## config.mk

```make
export PLATFORM = sky130hd
export DESIGN_NAME = ravg_scheduler_flat
export DESIGN_NICKNAME = d
export VERILOG_FILES = /design/src/rtl/ravg_if.sv /design/src/rtl/ravg_scheduler.sv /design/src/flat_wrapper.sv
export SDC_FILE = /design/constraint.sdc
export NUM_CORES = 2
export LEC_CHECK = 0
export ABC_AREA = 1
export CAP_MARGIN = 20
export CELL_PAD_IN_SITES_DETAIL_PLACEMENT = 0
export CELL_PAD_IN_SITES_GLOBAL_PLACEMENT = 1
export CORE_MARGIN = 2
export CORE_UTILIZATION = 25
export CTS_CLUSTER_DIAMETER = 100
export DETAILED_ROUTE_END_ITERATION = 10
export GPL_TIMING_DRIVEN = 0
export PLACE_DENSITY_LB_ADDON = 0.1
export SYNTH_ARGS = -nofsm -noshare
export SYNTH_HDL_FRONTEND = slang
export SYNTH_SLANG_ARGS = --single-unit
```

## constraint.sdc

```tcl
create_clock -name clk -period 5 [get_ports clk]
set_clock_uncertainty 0.1 [all_clocks]
set_input_delay 1.25 -clock clk [delete_from_list [all_inputs] [get_ports clk]]
set_output_delay 1.25 -clock clk [all_outputs]
set_load 0.02 [all_outputs]
```

## src/rtl/ravg_if.sv

```systemverilog
// Requester/consumer bundle for the shared running-average scheduler.
// master drives requests and consumer ready; slave is the scheduler.
interface ravg_if #(
    parameter int NUM_CH = 4,
    parameter int DATA_W = 32
);
    localparam int CH_W = $clog2(NUM_CH);

    logic [NUM_CH-1:0]             req_valid_i;
    logic [NUM_CH-1:0][DATA_W-1:0] req_data_i;
    logic [NUM_CH-1:0]             req_ready_o;
    logic [NUM_CH-1:0]             clear_i;
    logic                          avg_valid_o;
    logic [CH_W-1:0]               avg_ch_o;
    logic [DATA_W-1:0]             avg_data_o;
    logic                          avg_warm_o;
    logic                          out_ready_i;

    modport master (
        output req_valid_i, req_data_i, clear_i, out_ready_i,
        input  req_ready_o, avg_valid_o, avg_ch_o, avg_data_o, avg_warm_o
    );

    modport slave (
        input  req_valid_i, req_data_i, clear_i, out_ready_i,
        output req_ready_o, avg_valid_o, avg_ch_o, avg_data_o, avg_warm_o
    );
endinterface

```

## src/rtl/ravg_scheduler.sv

```systemverilog
// Round-robin shared running-average datapath: one granted sample per cycle,
// per-channel (N-1)-deep history, registered channel-tagged result.
module ravg_lane #(
    parameter int N       = 4,
    parameter int DATA_W  = 32,
    parameter int SHIFT_N = 2
) (
    input  logic                      clk,
    input  logic                      reset,
    input  logic                      clear_i,
    input  logic                      push_i,
    input  logic [DATA_W-1:0]         data_i,
    output logic [DATA_W+SHIFT_N-1:0] sum_o,
    output logic                      warm_o
);
    localparam logic [SHIFT_N-1:0] CNT_MAX = SHIFT_N'(N-1);

    logic [N-2:0][DATA_W-1:0] hist_q, hist_d;
    logic [SHIFT_N-1:0]       cnt_q, cnt_d;

    // Entries not yet written are zero, giving the zero-filled warm-up average.
    always_comb begin
        sum_o = {{SHIFT_N{1'b0}}, data_i};
        for (int k = 0; k < N-1; k++)
            sum_o = sum_o + {{SHIFT_N{1'b0}}, hist_q[k]};
        warm_o = (cnt_q == CNT_MAX);
    end

    always_comb begin
        hist_d = hist_q;
        cnt_d  = cnt_q;
        if (clear_i) begin
            hist_d = '0;
            cnt_d  = '0;
        end else if (push_i) begin
            hist_d[0] = data_i;
            for (int k = 1; k < N-1; k++)
                hist_d[k] = hist_q[k-1];
            if (cnt_q != CNT_MAX)
                cnt_d = cnt_q + 1'b1;
        end
    end

    always_ff @(posedge clk) begin
        if (reset) begin
            hist_q <= '0;
            cnt_q  <= '0;
        end else begin
            hist_q <= hist_d;
            cnt_q  <= cnt_d;
        end
    end
endmodule

module ravg_scheduler #(
    parameter int NUM_CH = 4,
    parameter int N      = 4,
    parameter int DATA_W = 32
) (
    input  logic   clk,
    input  logic   reset,
    ravg_if.slave  bus
);
    localparam int SHIFT_N = $clog2(N);
    localparam int CH_W    = $clog2(NUM_CH);
    localparam int SUM_W   = DATA_W + SHIFT_N;

    logic                          stall;
    logic [NUM_CH-1:0]             grant;
    logic [CH_W-1:0]               gnt_idx;
    logic                          gnt_any;
    int                            idx;
    logic [NUM_CH-1:0][SUM_W-1:0]  lane_sum;
    logic [NUM_CH-1:0]             lane_warm;
    logic [SUM_W-1:0]              shifted;

    logic [CH_W-1:0]   rr_q, rr_d;
    logic              avg_valid_q, avg_valid_d;
    logic [CH_W-1:0]   avg_ch_q, avg_ch_d;
    logic [DATA_W-1:0] avg_data_q, avg_data_d;
    logic              avg_warm_q, avg_warm_d;

    assign stall = avg_valid_q && !bus.out_ready_i;

    // Cleared channels are never eligible, so clear wins over a same-cycle request.
    always_comb begin
        grant   = '0;
        gnt_idx = '0;
        gnt_any = 1'b0;
        idx     = 0;
        if (!stall) begin
            for (int i = 0; i < NUM_CH; i++) begin
                idx = (int'(rr_q) + i) % NUM_CH;
                if (!gnt_any && bus.req_valid_i[idx] && !bus.clear_i[idx]) begin
                    gnt_any    = 1'b1;
                    gnt_idx    = CH_W'(idx);
                    grant[idx] = 1'b1;
                end
            end
        end
    end

    for (genvar c = 0; c < NUM_CH; c++) begin : g_lane
        ravg_lane #(.N(N), .DATA_W(DATA_W), .SHIFT_N(SHIFT_N)) u_lane (
            .clk     (clk),
            .reset   (reset),
            .clear_i (bus.clear_i[c]),
            .push_i  (grant[c]),
            .data_i  (bus.req_data_i[c]),
            .sum_o   (lane_sum[c]),
            .warm_o  (lane_warm[c])
        );
    end

    always_comb begin
        rr_d        = rr_q;
        avg_valid_d = avg_valid_q;
        avg_ch_d    = avg_ch_q;
        avg_data_d  = avg_data_q;
        avg_warm_d  = avg_warm_q;
        shifted     = lane_sum[gnt_idx] >> SHIFT_N;
        if (!stall) begin
            avg_valid_d = gnt_any;
            if (gnt_any) begin
                avg_ch_d   = gnt_idx;
                avg_data_d = shifted[DATA_W-1:0];
                avg_warm_d = lane_warm[gnt_idx];
                rr_d       = (gnt_idx == CH_W'(NUM_CH-1)) ? '0 : gnt_idx + 1'b1;
            end
        end
    end

    always_ff @(posedge clk) begin
        if (reset) begin
            rr_q        <= '0;
            avg_valid_q <= 1'b0;
            avg_ch_q    <= '0;
            avg_data_q  <= '0;
            avg_warm_q  <= 1'b0;
        end else begin
            rr_q        <= rr_d;
            avg_valid_q <= avg_valid_d;
            avg_ch_q    <= avg_ch_d;
            avg_data_q  <= avg_data_d;
            avg_warm_q  <= avg_warm_d;
        end
    end

    assign bus.req_ready_o = grant;
    assign bus.avg_valid_o = avg_valid_q;
    assign bus.avg_ch_o    = avg_ch_q;
    assign bus.avg_data_o  = avg_data_q;
    assign bus.avg_warm_o  = avg_warm_q;
endmodule

```

## src/flat_wrapper.sv

```systemverilog
// flat-port wrapper written by rule: the top's interface ports become plain ports
module ravg_scheduler_flat 
#(
    parameter int NUM_CH = 4,
    parameter int N      = 4,
    parameter int DATA_W = 32
)
  (clk, reset, bus_req_valid_i, bus_req_data_i, bus_clear_i, bus_out_ready_i, bus_req_ready_o, bus_avg_valid_o, bus_avg_ch_o, bus_avg_data_o, bus_avg_warm_o);
  ravg_if #(.NUM_CH(NUM_CH), .DATA_W(DATA_W)) bus_i ();
  input  logic clk;
  input  logic reset;
  input wire logic [$bits(bus_i.req_valid_i)-1:0] bus_req_valid_i;
  input wire logic [$bits(bus_i.req_data_i)-1:0] bus_req_data_i;
  input wire logic [$bits(bus_i.clear_i)-1:0] bus_clear_i;
  input wire logic [$bits(bus_i.out_ready_i)-1:0] bus_out_ready_i;
  output wire logic [$bits(bus_i.req_ready_o)-1:0] bus_req_ready_o;
  output wire logic [$bits(bus_i.avg_valid_o)-1:0] bus_avg_valid_o;
  output wire logic [$bits(bus_i.avg_ch_o)-1:0] bus_avg_ch_o;
  output wire logic [$bits(bus_i.avg_data_o)-1:0] bus_avg_data_o;
  output wire logic [$bits(bus_i.avg_warm_o)-1:0] bus_avg_warm_o;
  assign bus_i.req_valid_i = bus_req_valid_i;
  assign bus_i.req_data_i = bus_req_data_i;
  assign bus_i.clear_i = bus_clear_i;
  assign bus_i.out_ready_i = bus_out_ready_i;
  assign bus_req_ready_o = bus_i.req_ready_o;
  assign bus_avg_valid_o = bus_i.avg_valid_o;
  assign bus_avg_ch_o = bus_i.avg_ch_o;
  assign bus_avg_data_o = bus_i.avg_data_o;
  assign bus_avg_warm_o = bus_i.avg_warm_o;
  ravg_scheduler #(.NUM_CH(NUM_CH), .N(N), .DATA_W(DATA_W)) u_core (.clk(clk), .reset(reset), .bus(bus_i));
endmodule
```

==> flow_summary.toml <==
[outcome]
status = "complete, but fails checks"
failed_checks = "setup timing"

[detailed_routing]
drc = 0
num_vias = 34800
detail_route.wl_per_cell_microns = 18.7
routed_via_density = 4.54
first_pass_iters = 5
drt_iter0_drc = 1771
drtAntennaViolNets = 0
wirelength_mm = 143

[layout]
areaGrowthSynthToFinish_pct = 32.1
final_common_cell = "inv_1"
drive_above_1_share_pct = 18.4
finalNetCount = 6254
layout_common_cells = "inv_1 (923), nand2_1 (915), nor2_1 (536), o21ai_0 (436), dfxtp_1 (429)"
fillCellCount = 15700

[clocking]
cts_sinks = 430
clkTransAtPathRegs_ps = 60
clkLatencyLatePin_ps = 680
cts-root-to-sink-buffers = 3
clockRootBuffer = "clkbuf_16"
cts_tree = "yes"
hold_buffers = 0
cts_max_level = 2
numCtsBuffers = 61

[grt]
grt_use_total_pct = 19.1
first_global_vias = 34700
overflow = 0
antenna_found_initial = 7
grt_max_degree = 19
grt_pass1_wl_mm = 213

[pwr]
power.density_nw_per_um2 = 664
vdd_drop_max_mv = 0.327
p_leak_nw = 20.9

[placed_design]
routabilityCongestion = 0.881
dp_slack_ps = -1910
port_buffers = 177
dp_hpwl_mm = 118

[worst_hold_path]
holdCritPathClass = "reg2reg"

[synth]
syn-mean-instance-area_sq_um = 6.58
synth-main-ff-cell = "dfxtp_1"
synthCells = 5399
synthTopCellsByArea = "dfxtp_1 (24%), nand2_1 (11%), inv_1 (9.9%), ha_1 (9.4%), a21oi_1 (7.7%)"
ys_types = 42
synthArstFlopShare_pct = 0
synthesis.nets = 5938
synth_adder_area_share_pct = 16.9
netlist_area_sq_um = 35500
synth_top_family_by_area = "simple AND/OR/NAND/NOR gates"
yosysSeqAreaShare_pct = 24.2
synth_edf_count = 0
yosys_register_bits = 430
synth_xor_area_share_pct = 4.26
synth_top_area_share_pct = 24.2
synth-simple-area-share_pct = 24.1
synth_compound_area_share_pct = 18.2
ys.warnings.count = 0
synth_mux_area_share_pct = 0
yosysTopAreaCell = "dfxtp_1"

[die]
die_y_microns = 381
coreArea_sq_um = 141000
start_util_pct = 25.2
die-width_microns = 381
io_pins = 179
die_area_sq_um = 145000
core.rowCount = 138

[sta]
worst_slew_pin_slew_ps = 1010
hold_viol = 0
setup_viol = 2
setup_tns_ps = -88.7
fmax_mhz = 197
rsz0062_at_grt = "yes"
setup_slack_ps = -80.4
timing.final.crit_period_ps = 5080
final_max_slew_viol_count = 0
fin_crit_sh_pct = 102
relSlewSlack_pct = 32.7

[worst_setup_path]
worst_setup_path_start_kind = "primary input"
cp_max_fo = 5
arrival_ps = 5520
path_class = "in2reg"
crit_required_ps = 5440
setup.worst_path.end_class = "flop"

[job]
cap_violations = 0
-- flip-flops by register name (all words and copies together), names as in the netlist --
register,cells
u_core.g_lane.u_lane.hist_q,384
u_core.bus.avg_data_o,32
u_core.g_lane.u_lane.cnt_q,8
u_core.bus.avg_ch_o,2
u_core.rr_q,2
u_core.bus.avg_valid_o,1
u_core.bus.avg_warm_o,1
-- Yosys cell counts (all sizes together) (18+ instances only) --
master	number
ha	268
nor3	44
inv	948
fa	132
dfxtp	430
nor4	22
o21bai	38
nand3b	18
nor2	614
xor2	83
buf	101
a21oi	551
nand4	35
xnor2	90
nand3	258
clkbuf	52
o211ai	21
nand2	1071
o21ai	558
a21o	27
-- through the flow --
stage                     util [%]  hold slack [ps]  cell area [sq um]  power [W]  std cells
final                         33.2              350              46900     0.0312       7659
after global routing          33.2              369              46900     0.0338       7656
after CTS                     31.1              351              44000     0.0297       7614
after detailed placement      28.1              342              39700     0.0234       7467
after global placement        28.1              338              39700     0.0235       7466
after floorplan                  -              327              35500     0.0165       5399
-- metal layers --
| layer | GRT usage [%] | vias to the layer above | routed length (microns) |
|---|---|---|---|
| met1 | 27.1 | 16200 | 70700 |
| met3 | 3.36 | 143 | 6750 |
| met4 | 4.30 | 10 | 2830 |
| li1 | - | 17900 | - |
| met5 | 0 | - | 57 |
| met2 | 30.0 | 528 | 62500 |
-- layout make-up --
type	instances	area (sq um)	area share, %
clock buffers	88	1770	3.77
well taps	1890	2360	5.04
multi-input cells	3868	26900	57.4
clock inverters	26	392	0.834
repair buffers	256	2430	5.18
flip-flops and latches	430	8610	18.3
inverters	948	3600	7.67
plain buffers	150	825	1.76
diodes	3	7.51	0.0160
-- cell families after synthesis --
logic type,after synthesis
buffers and inverters,1101
AOI/OAI and AO/OA,1222
xor gates and xnor gates,173
adders and majority gates,400
and+or+nand+nor,2073
DFF,430
-- where the power goes --
group	leakage, nW	switching, W	internal, W
combinational	16.3	0.0144	0.00727
clock	1.05	0.00185	0.00291
sequential	3.49	0.000559	0.00419
total	20.9	0.0168	0.0144
-- path summary, 6_finish.rpt --
check | start | to | depth (start not counted) | slack, ps
worst min-delay path | u_core.g_lane[0].u_lane.cnt_q[1] | u_core.g_lane[0].u_lane.cnt_q[1] | 2 | 350
worst min register to register | u_core.g_lane[0].u_lane.cnt_q[1] | u_core.g_lane[0].u_lane.cnt_q[1] | 2 | 350
worst max register to register | u_core.g_lane[1].u_lane.hist_q[2] | u_core.bus.avg_data_o[28] | 25 | 540
worst max-delay path | bus_req_data_i[36] | u_core.bus.avg_data_o[28] | 25 | -80
-- worst max-delay path, stage by stage --
cell and delay, ps:
clkdlybuf4s50_1 440, ha_1 360, a21o_1 200, a21oi_4 180, buf_4 160, nand3b_1 130
nand3_2 130, nand2_1 90, o211ai_1 150, xnor2_1 190, fa_1 530, inv_2 50
ha_4 310, nand2_1 100, inv_1 90, nand3_2 150, nor3_4 190, and2_1 150
nand2_1 70, nand3_1 90, nand2_1 90, nand2_1 130, nand3_1 80, nand3_1 120
a21oi_1 70
-- timing repair --
action / in CTS / in global routing
setup buffers: 36 / 42
gates resized for setup: 468 / 566
endpoints found under the setup margin: 31 / 27
pin swaps: 52 / 91
hold endpoints to repair: 0 / 0
(Power assumes the default switching activity.)
